$ cat config.mk
export PLATFORM = sky130hd
export DESIGN_NAME = bw_io_ddr_imp_cal_ctl
export DESIGN_NICKNAME = d
export VERILOG_FILES = /design/src/rtl/bw_io_ddr_cal_pkg.sv /design/src/rtl/bw_io_ddr_cal_sar.sv /design/src/rtl/bw_io_ddr_imp_cal_ctl.sv
export SDC_FILE = /design/constraint.sdc
export NUM_CORES = 1
export LEC_CHECK = 0
export ABC_AREA = 1
export CAP_MARGIN = 20
export CORE_UTILIZATION = 49
export CTS_CLUSTER_DIAMETER = 80
export DETAILED_ROUTE_END_ITERATION = 8
export MAX_ROUTING_LAYER = met4
export PLACE_DENSITY = 0.76
export SLEW_MARGIN = 10
export SYNTH_ARGS = -nofsm -noshare
export SYNTH_HDL_FRONTEND = slang
export SYNTH_SLANG_ARGS = --single-unit
$ cat constraint.sdc
create_clock -name rclk -period 1.35 [get_ports rclk]
set_input_delay 0.27 -clock rclk [delete_from_list [all_inputs] [get_ports rclk]]
set_output_delay 0.27 -clock rclk [all_outputs]
set_load 0.02 [all_outputs]
$ cat src/rtl/bw_io_ddr_cal_pkg.sv
// Shared types and constants for the DDR impedance-calibration controller.
package bw_io_ddr_cal_pkg;

    localparam int              CAL_CODE_W     = 8;
    localparam logic [7:0]      CAL_DEF_CODE   = 8'h80;
    localparam logic [7:0]      CAL_TRIAL_INIT = 8'h80;
    localparam logic [7:0]      CAL_RAIL_LO    = 8'h00;
    localparam logic [7:0]      CAL_RAIL_HI    = 8'hFF;

    typedef enum logic [2:0] {
        IDLE,
        PU_SET,
        PU_CMP,
        PD_SET,
        PD_CMP,
        WAIT_UPD
    } cal_state_e;

    // A code pinned at either rail means the search never found the reference.
    function automatic logic is_rail(input logic [CAL_CODE_W-1:0] code);
        return (code == CAL_RAIL_LO) || (code == CAL_RAIL_HI);
    endfunction

endpackage

$ cat src/rtl/bw_io_ddr_cal_sar.sv
// Single-phase successive-approximation step engine: one bit resolved per step.
module bw_io_ddr_cal_sar
    import bw_io_ddr_cal_pkg::*;
#(
    parameter logic [CAL_CODE_W-1:0] DEF_CODE = CAL_DEF_CODE
) (
    input  logic                  clk,
    input  logic                  rst,
    input  logic                  start,
    input  logic                  cmp,
    input  logic                  step,
    output logic [CAL_CODE_W-1:0] code,
    output logic                  last_bit
);

    logic [2:0]            bit_idx;
    logic [CAL_CODE_W-1:0] code_nxt;

    assign last_bit = (bit_idx == 3'd0);

    // Comparator high means the trial is too strong: drop the bit under test,
    // then tentatively set the next lower one.
    always_comb begin
        code_nxt = code;
        if (cmp)
            code_nxt[bit_idx] = 1'b0;
        if (bit_idx != 3'd0)
            code_nxt[bit_idx - 3'd1] = 1'b1;
    end

    always_ff @(posedge clk) begin
        if (rst) begin
            code    <= DEF_CODE;
            bit_idx <= 3'd7;
        end else if (start) begin
            code    <= CAL_TRIAL_INIT;
            bit_idx <= 3'd7;
        end else if (step) begin
            code <= code_nxt;
            if (bit_idx != 3'd0)
                bit_idx <= bit_idx - 3'd1;
        end
    end

endmodule

$ cat src/rtl/bw_io_ddr_imp_cal_ctl.sv
// DDR pad impedance calibration: pull-up then pull-down SAR search against a
// replica pad, with the pad-group codes updated only in a DRAM-idle window.
module bw_io_ddr_imp_cal_ctl
    import bw_io_ddr_cal_pkg::*;
#(
    parameter int                    SETTLE_CYC = 4,
    parameter logic [CAL_CODE_W-1:0] DEF_CODE   = CAL_DEF_CODE
) (
    input  logic                  rclk,
    input  logic                  rst,
    input  logic                  cal_start,
    input  logic                  cal_up_cmp,
    input  logic                  cal_dn_cmp,
    input  logic                  cal_upd_ok,
    output logic [CAL_CODE_W-1:0] cbu_cal,
    output logic [CAL_CODE_W-1:0] cbd_cal,
    output logic [CAL_CODE_W-1:0] cbu,
    output logic [CAL_CODE_W-1:0] cbd,
    output logic                  cal_busy,
    output logic                  cal_done,
    output logic                  cal_err
);

    localparam int         NUM_PH    = 2;  // 0 = pull-up, 1 = pull-down
    localparam logic [7:0] SETTLE_LD = 8'(SETTLE_CYC - 1);

    cal_state_e state;
    logic [7:0] cnt;

    logic [NUM_PH-1:0]                 sar_start;
    logic [NUM_PH-1:0]                 sar_step;
    logic [NUM_PH-1:0]                 sar_cmp;
    logic [NUM_PH-1:0]                 sar_last;
    logic [NUM_PH-1:0][CAL_CODE_W-1:0] sar_code;
    logic                              err_now;

    assign sar_start[0] = (state == IDLE) && cal_start;
    assign sar_start[1] = (state == PU_CMP) && sar_last[0];
    assign sar_step[0]  = (state == PU_CMP);
    assign sar_step[1]  = (state == PD_CMP);
    assign sar_cmp      = {cal_dn_cmp, cal_up_cmp};

    genvar g;
    generate
        for (g = 0; g < NUM_PH; g++) begin : g_ph
            bw_io_ddr_cal_sar #(.DEF_CODE(DEF_CODE)) u_sar (
                .clk      (rclk),
                .rst      (rst),
                .start    (sar_start[g]),
                .cmp      (sar_cmp[g]),
                .step     (sar_step[g]),
                .code     (sar_code[g]),
                .last_bit (sar_last[g])
            );
        end
    endgenerate

    // Each engine holds its last result, so cbu_cal keeps the pull-up answer
    // while the pull-down phase runs.
    assign cbu_cal = sar_code[0];
    assign cbd_cal = sar_code[1];
    assign err_now = is_rail(sar_code[0]) || is_rail(sar_code[1]);

    always_ff @(posedge rclk) begin
        if (rst) begin
            state    <= IDLE;
            cnt      <= 8'd0;
            cbu      <= DEF_CODE;
            cbd      <= DEF_CODE;
            cal_busy <= 1'b0;
            cal_done <= 1'b0;
            cal_err  <= 1'b0;
        end else begin
            cal_done <= 1'b0;
            case (state)
                IDLE: begin
                    if (cal_start) begin
                        state    <= PU_SET;
                        cnt      <= SETTLE_LD;
                        cal_busy <= 1'b1;
                        cal_err  <= 1'b0;
                    end
                end
                PU_SET: begin
                    if (cnt == 8'd0) state <= PU_CMP;
                    else             cnt   <= cnt - 8'd1;
                end
                PU_CMP: begin
                    cnt   <= SETTLE_LD;
                    state <= sar_last[0] ? PD_SET : PU_SET;
                end
                PD_SET: begin
                    if (cnt == 8'd0) state <= PD_CMP;
                    else             cnt   <= cnt - 8'd1;
                end
                PD_CMP: begin
                    cnt   <= SETTLE_LD;
                    state <= sar_last[1] ? WAIT_UPD : PD_SET;
                end
                WAIT_UPD: begin
                    cal_err <= err_now;
                    if (cal_upd_ok) begin
                        // Both buses move on the same edge so no pad sees a
                        // mixed old/new pair.
                        if (!err_now) begin
                            cbu <= sar_code[0];
                            cbd <= sar_code[1];
                        end
                        cal_done <= 1'b1;
                        cal_busy <= 1'b0;
                        state    <= IDLE;
                    end
                end
                default: state <= IDLE;
            endcase
        end
    end

endmodule

==> flow_metrics.env, run 1 <==
export IMPL_vdd_drop_max_mv=0.463
export IMPL_clock_skew_final_ps=7.03
export IMPL_final_net_count=497
export IMPL_clkLatencyLatePin_ps=300
export IMPL_numPortBuffers=40
export IMPL_netlist_top_cells_area="dfxtp_1, nand2_1, inv_1, nor2_1, a21oi_1"
export IMPL_p_leak_nw=1.74
export IMPL_antenna_found_initial=0
export IMPL_synth_avg_cell_area_um2=6.64
export IMPL_drc=0
export IMPL_p_sw_share_pct=31.4
export IMPL_cts_htree_levels=2
export IMPL_p_clk_share_pct=27.3
export IMPL_final_min_clock_period_ps=1400
export IMPL_ff2ff_setup_slack_ps=-50
export IMPL_cts_tree="done"
export IMPL_finalWorstSetupSlack_ps=-53.8
export IMPL_ff2ff_path_depth=6
export IMPL_routabilityCongestion=0.987
export IMPL_clock_sinks=52
export IMPL_r2r_start="state[2]"
export IMPL_grt_pass1_wl_um=10700
export IMPL_failed_checks="setup timing"
export IMPL_path_clk_slew_ps=90
export IMPL_drive_gt1_share_pct=30.2
export IMPL_syn_inst=413
export IMPL_min_path_cells=2
export IMPL_finalSetupTns_ps=-353
export IMPL_rsz0062_at_grt="yes"
export IMPL_synth_area_um2=2740
export IMPL_yosysTopAreaCellShare_pct=37.9
export IMPL_antenna_cells=0
export IMPL_cellPowerDensity_nw_per_um2=941
export IMPL_ant_nets=0
export IMPL_critPathMaxFanout=7
export IMPL_vias=2828
export IMPL_grt_pass1_vias=2473
export IMPL_synth_common_cells="nand2_1, inv_1, nor2_1"
export IMPL_grt_busiest_layer="met2"
export IMPL_worstMarginPinSlew_ps=278
export IMPL_initial_core_util_pct=52.4
export IMPL_gr_usage_met1_pct=29.8
export IMPL_synth_net_count=425
export IMPL_combPwrFrac_pct=27.3
export IMPL_first_pass_iters=4
export IMPL_drt_iter0_drc=125
export IMPL_synth_edf_count=0
export IMPL_core_um2=5240
export IMPL_setup_viol=12
export IMPL_yosysWarnings=0
export IMPL_ios=41
export IMPL_holdPathEnd="cal_busy"
export IMPL_die_area_um2=5900
export IMPL_min_period_over_period_pct=104
export IMPL_place_worst_setup_slack_ps=-175
export IMPL_critical_path_class="register to register"
export IMPL_critPathArrivalTime_ps=1590
export IMPL_routedWlPerCell_um=13.2
export IMPL_p_int_w=0.00255
export IMPL_hold_buffers=0
export IMPL_clockBufferDepth=2
export IMPL_max_freq_mhz=712
export IMPL_finalHoldViolCount=0
export IMPL_yosysSeqAreaShare_pct=37.9
export IMPL_status="finished, violations left"
export IMPL_p_switching_w=0.00117
export IMPL_grt_use_total_pct=23.0
export IMPL_yosys_area_top_type="dfxtp_1"
export IMPL_via_per_inst=5.10
export IMPL_maxCapViolations=0
export IMPL_overflow=0
export IMPL_r2r_end="g_ph[1].u_sar.code[2]"
export IMPL_areaGrowthSynthToFinish_pct=44.0
export IMPL_endpoint_kind="register"
export IMPL_use_met3_pct=4.29
export IMPL_grt_max_degree=17
export IMPL_hold_class="register to register"
export IMPL_relSlewSlack_pct=81.4
export IMPL_dpl_hpwl_um=4580
export IMPL_hold_start="cal_busy"
export IMPL_drv_slew=0
export IMPL_cp_start_kind="register"
export IMPL_synth_cell_types=27
export IMPL_ys_ff_latch=52
export IMPL_dieWidth_um=76.8
export IMPL_numCtsBuffers=5
export IMPL_num_fill_cells=374
export IMPL_die_h_um=76.8
export IMPL_yosysMostFrequentCell="nand2_1"
export IMPL_final_util_pct=75.5
export IMPL_ys_async_sr_fraction_pct=0
export IMPL_ys_flop_type="dfxtp_1"
export IMPL_wl_um=7310
export IMPL_root_buffer="clkbuf_8"
export IMPL_pwr_share_seq_pct=45.4
export IMPL_met2_usage_pct=35.4
export IMPL_required_ps=1540
export IMPL_rows=26
[how the worst max path moves through the flow]
stage / to / slack (ps) / start / depth (start not counted)
floorplan: cbd[5] / 2 / g_ph[0].u_sar.code[6] / 8
global placement: cnt[6] / -160 / cal_start / 8
detailed placement: cnt[7] / -180 / cal_start / 10
CTS: g_ph[0].u_sar.code[6] / -10 / state[0] / 5
global route: g_ph[0].u_sar.code[7] / -110 / state[2] / 5
finish: g_ph[1].u_sar.code[2] / -50 / state[2] / 6
[placed cells by master, fill, tap and decap left out, drive strengths merged, types with 6 or more instances in the layout]
cell / instances
inv: 78
nor2: 61
nand2: 99
ha: 6
buf: 34
nand3: 26
nand4: 16
a21oi: 31
dfxtp: 52
o21ai: 28
dlygate4sd2: 28
clkdlybuf4s15: 7
[registers in the layout, summed over array words and instances (netlist names)]
register / cells
cal_busy: 1
cal_done: 1
cal_err: 1
cbd: 8
cbu: 8
cnt: 8
g_ph.u_sar.bit_idx: 6
g_ph.u_sar.code: 16
state: 3
[power by group through the flow]
stage | combinational, W | clock, W | sequential, W
floorplan | 0.000522 | 0 | 0.00169
global placement | 0.000730 | 0 | 0.00170
detailed placement | 0.000748 | 0 | 0.00170
CTS | 0.000772 | 0.00104 | 0.00167
global route | 0.00112 | 0.00109 | 0.00170
finish | 0.00101 | 0.00102 | 0.00169
[critical path, stage by stage (launching register included)]
cell     delay [ps]
dfxtp_4         400
nor3_4          300
nand3_2         170
buf_6           170
nand2_8          70
buf_8           130
a21oi_1          50
[cells by family (layout without fill, tap and decap cells)]
| kind of cell | Yosys count | after routing | share of synthesized area (%) |
|---|---|---|---|
| AO/OA/AOI/OAI | 60 | 60 | 11.3 |
| buffers and inverters | 88 | 158 | 12.8 |
| flip-flops | 52 | 52 | 37.9 |
| AND/OR/NAND/NOR | 202 | 203 | 33.7 |
| XOR/XNOR | 5 | 5 | 1.60 |
| adder cells (fa/ha/maj) | 6 | 6 | 2.74 |
[cell type report]
| class | instances | area (µm²) | area share [%] |
|---|---|---|---|
| clock buffer | 5 | 68.8 | 1.74 |
| clock inverter | 1 | 30.0 | 0.760 |
| inverter | 78 | 303 | 7.66 |
| multi-input combinational | 274 | 1680 | 42.6 |
| sequential | 52 | 1080 | 27.4 |
| tap | 70 | 87.6 | 2.22 |
| timing repair buffer | 74 | 699 | 17.7 |
[through the flow]
stage                     hold slack [ps]  total power, W  cell area [µm²]  instances
after floorplan                       446         0.00221             2760        413
after global placement                447         0.00243             3390        539
after detailed placement              449         0.00245             3390        539
after CTS                             463         0.00348             3510        546
after global routing                  497         0.00391             3950        554
final                                 458         0.00372             3950        554
[routing by layer]
metal  share of wire (%)  wire length, µm
met1                  44             3250
met2                  49             3590
met3                 4.2              310
met4                 2.2              164
met5                   0                0
[timing repair]
| item | 4_1_cts | 5_1_grt |
|---|---|---|
| resized for setup | 62 | 112 |
| setup buffers | 1 | 7 |
| cloned | 0 | 1 |
| hold endpoints to repair | 0 | 0 |
| pin swaps | 4 | 33 |
| setup endpoints to repair | 79 | 59 |
No activity file was read; power rests on OpenSTA's default activity.
==> inputs of run 2 (changes only) <==
- CAP_MARGIN: 20 -> not set
- CORE_ASPECT_RATIO: not set -> 2
- CORE_UTILIZATION: 49 -> 50
- PLACE_DENSITY: 0.76 -> 0.75
- clock period: 1.35 -> 1.5 ns (I/O delays scaled with it)
==> run 2 against run 1 <==
Against the previous run: the run now ends clean; hold slack better by 1.6 ps; via count down 8.8%; cell area down 15%; wire length down 18%; critical path type is now register to primary output; largest cell class unchanged; highest routed layer unchanged.
==> flow_metrics.env, run 2 (synthesis results as in run 1) <==
export IMPL_critPathArrivalTime_ps=1090
export IMPL_post_cts_buffers=0
export IMPL_cts_tree="done"
export IMPL_endpoint_kind="primary output"
export IMPL_final_common_cell="nand2_1"
export IMPL_overflow=0
export IMPL_final_min_clock_period_ps=1390
export IMPL_rsz0062_at_grt="no"
export IMPL_grt_pass1_vias=2494
export IMPL_antenna_cells=0
export IMPL_initial_core_util_pct=52.5
export IMPL_largest_reg_flops=16
export IMPL_path_cells="dlygate4sd2_1"
export IMPL_clock_sinks=52
export IMPL_hold_class="register to register"
export IMPL_dr_wl_met3_um=160
export IMPL_p_sw_share_pct=32.5
export IMPL_holdPathEnd="cbd[7]"
export IMPL_maxCapViolations=0
export IMPL_final_cell_mix="nand2_1, inv_1, nor2_1, dfxtp_1, dlygate4sd2_1"
export IMPL_p_int_w=0.00200
export IMPL_via_per_inst=4.94
export IMPL_multiInputGateArea_um2=1420
export IMPL_final_net_count=476
export IMPL_root_buffer="clkbuf_8"
export IMPL_setup_viol=0
export IMPL_met1_length_um=2240
export IMPL_slowest_delay_ps=410
export IMPL_largest_register="g_ph.u_sar.code"
export IMPL_timing_critical_path_buf_inv=1
export IMPL_min_period_over_period_pct=92.6
export IMPL_ff2ff_path_depth=7
export IMPL_critical_path_class="register to primary output"
export IMPL_relSlewSlack_pct=75.9
export IMPL_path_clk_slew_ps=90
export IMPL_vdd_drop_max_mv=1.15
export IMPL_die_h_um=107
export IMPL_crit_family="flip-flops"
export IMPL_cp_start_kind="register"
export IMPL_num_fill_cells=493
export IMPL_clockBufferDepth=2
export IMPL_hold_start="cbd[7]"
export IMPL_p_leak_nw=1.61
export IMPL_min_path_cells=2
export IMPL_vias=2580
export IMPL_path_depth=1
export IMPL_pwr_share_seq_pct=51.0
export IMPL_finalWorstSetupSlack_ps=112
export IMPL_place_worst_setup_slack_ps=-96.2
export IMPL_met2_wirelength_um=3420
export IMPL_dpl_hpwl_um=4730
export IMPL_cts_htree_levels=2
export IMPL_seq_area_um2=1050
export IMPL_highest_layer="met4"
export IMPL_first_pass_iters=4
export IMPL_status="finished, final reports clean"
export IMPL_worst_path_max_delay_cell="dfxtp_1"
export IMPL_drv_slew=0
export IMPL_grt_max_degree=17
export IMPL_numCtsBuffers=5
export IMPL_ff2ff_setup_slack_ps=110
export IMPL_numPortBuffers=40
export IMPL_wl_um=5960
export IMPL_ios=41
export IMPL_r2r_end="g_ph[0].u_sar.code[5]"
export IMPL_worstMarginPinSlew_ps=361
export IMPL_grt_pass1_wl_um=10100
export IMPL_clkLatencyLatePin_ps=310
export IMPL_drc=0
export IMPL_drt_iter0_drc=47
export IMPL_design_area_um2=3370
export IMPL_p_switching_w=0.000964
export IMPL_combPwrFrac_pct=22.7
export IMPL_critPathMaxFanout=5
export IMPL_required_ps=1200
export IMPL_grt_use_total_pct=24.1
export IMPL_clock_skew_final_ps=4.45
export IMPL_routabilityCongestion=0.897
export IMPL_place_area_um2=3260
export IMPL_rows=37
export IMPL_drive_gt1_share_pct=13.4
export IMPL_p_clk_share_pct=26.3
export IMPL_max_freq_mhz=720
export IMPL_die_area_um2=5810
export IMPL_cellPowerDensity_nw_per_um2=880
export IMPL_ant_nets=0
export IMPL_dieWidth_um=54.4
export IMPL_routedWlPerCell_um=11.4
export IMPL_finalSetupTns_ps=0
export IMPL_core_um2=5230
export IMPL_antenna_found_initial=0
export IMPL_r2r_start="g_ph[0].u_sar.bit_idx[1]"
export IMPL_finalHoldViolCount=0
export IMPL_areaGrowthSynthToFinish_pct=22.8
==> run 2: cell types whose count changed in the layout (fill, tap and decap cells not counted), sizes merged <==
cell / previous run / this run
buf: 34 / 14
bufinv: 1 / 0
clkbuf: 5 / 6
clkdlybuf4s15: 7 / 0
clkinv: 0 / 1
dlygate4sd2: 28 / 35
nand3: 26 / 25
==> run 2: how the worst max path moves through the flow <==
stage,end,startpoint,slack (ps)
6_report,cbu_cal[5],g_ph[0].u_sar.code[5],110
5_1_grt,g_ph[0].u_sar.code[7],g_ph[0].u_sar.bit_idx[1],0.7
4_1_cts,g_ph[0].u_sar.code[4],g_ph[0].u_sar.bit_idx[0],30
3_5_place_dp,cnt[6],cal_start,-100
3_3_place_gp,cnt[6],cal_start,-50
2_1_floorplan,cbd[5],g_ph[0].u_sar.code[1],40
==> run 2: cell type report <==
| type | count | share of cell area (%) |
|---|---|---|
| clock buffer | 6 | 2.15 |
| timing repair buffer | 54 | 13.7 |
| sequential | 52 | 31.1 |
| inverter | 78 | 8.69 |
| clock inverter | 1 | 0.148 |
| tap | 58 | 2.15 |
| multi-input combinational | 273 | 42.0 |
==> run 2: metrics by stage <==
stage	cells	utilization, %	hold slack [ps]	power [W]
global placement	515	62.4	441	0.00215
CTS	522	63.3	464	0.00293
finish	522	64.4	460	0.00297
detailed placement	515	62.4	445	0.00216
global route	522	64.4	487	0.00315
floorplan	413	-	454	0.00199
==> run 2: metal layers <==
| metal | GRT usage (%) | up-vias |
|---|---|---|
| met5 | - | - |
| met2 | 44.9 | 36 |
| met3 | 4.96 | 11 |
| met1 | 21.6 | 1148 |
| met4 | 10.6 | 0 |
| li1 | - | 1385 |
==> run 2: power groups by stage <==
stage | clock (W) | combinational, W | sequential (W)
floorplan | 0 | 0.000469 | 0.00152
global placement | 0 | 0.000615 | 0.00154
detailed placement | 0 | 0.000627 | 0.00154
CTS | 0.000795 | 0.000624 | 0.00151
global route | 0.000861 | 0.000763 | 0.00152
finish | 0.000781 | 0.000672 | 0.00151
==> run 2: what timing repair did <==
action,4_1_cts,5_1_grt
hold buffers,0,0
pin swaps,0,2
cloned,0,0
gates resized for setup,38,25
endpoints found under the setup margin,40,30
hold endpoints to repair,0,0
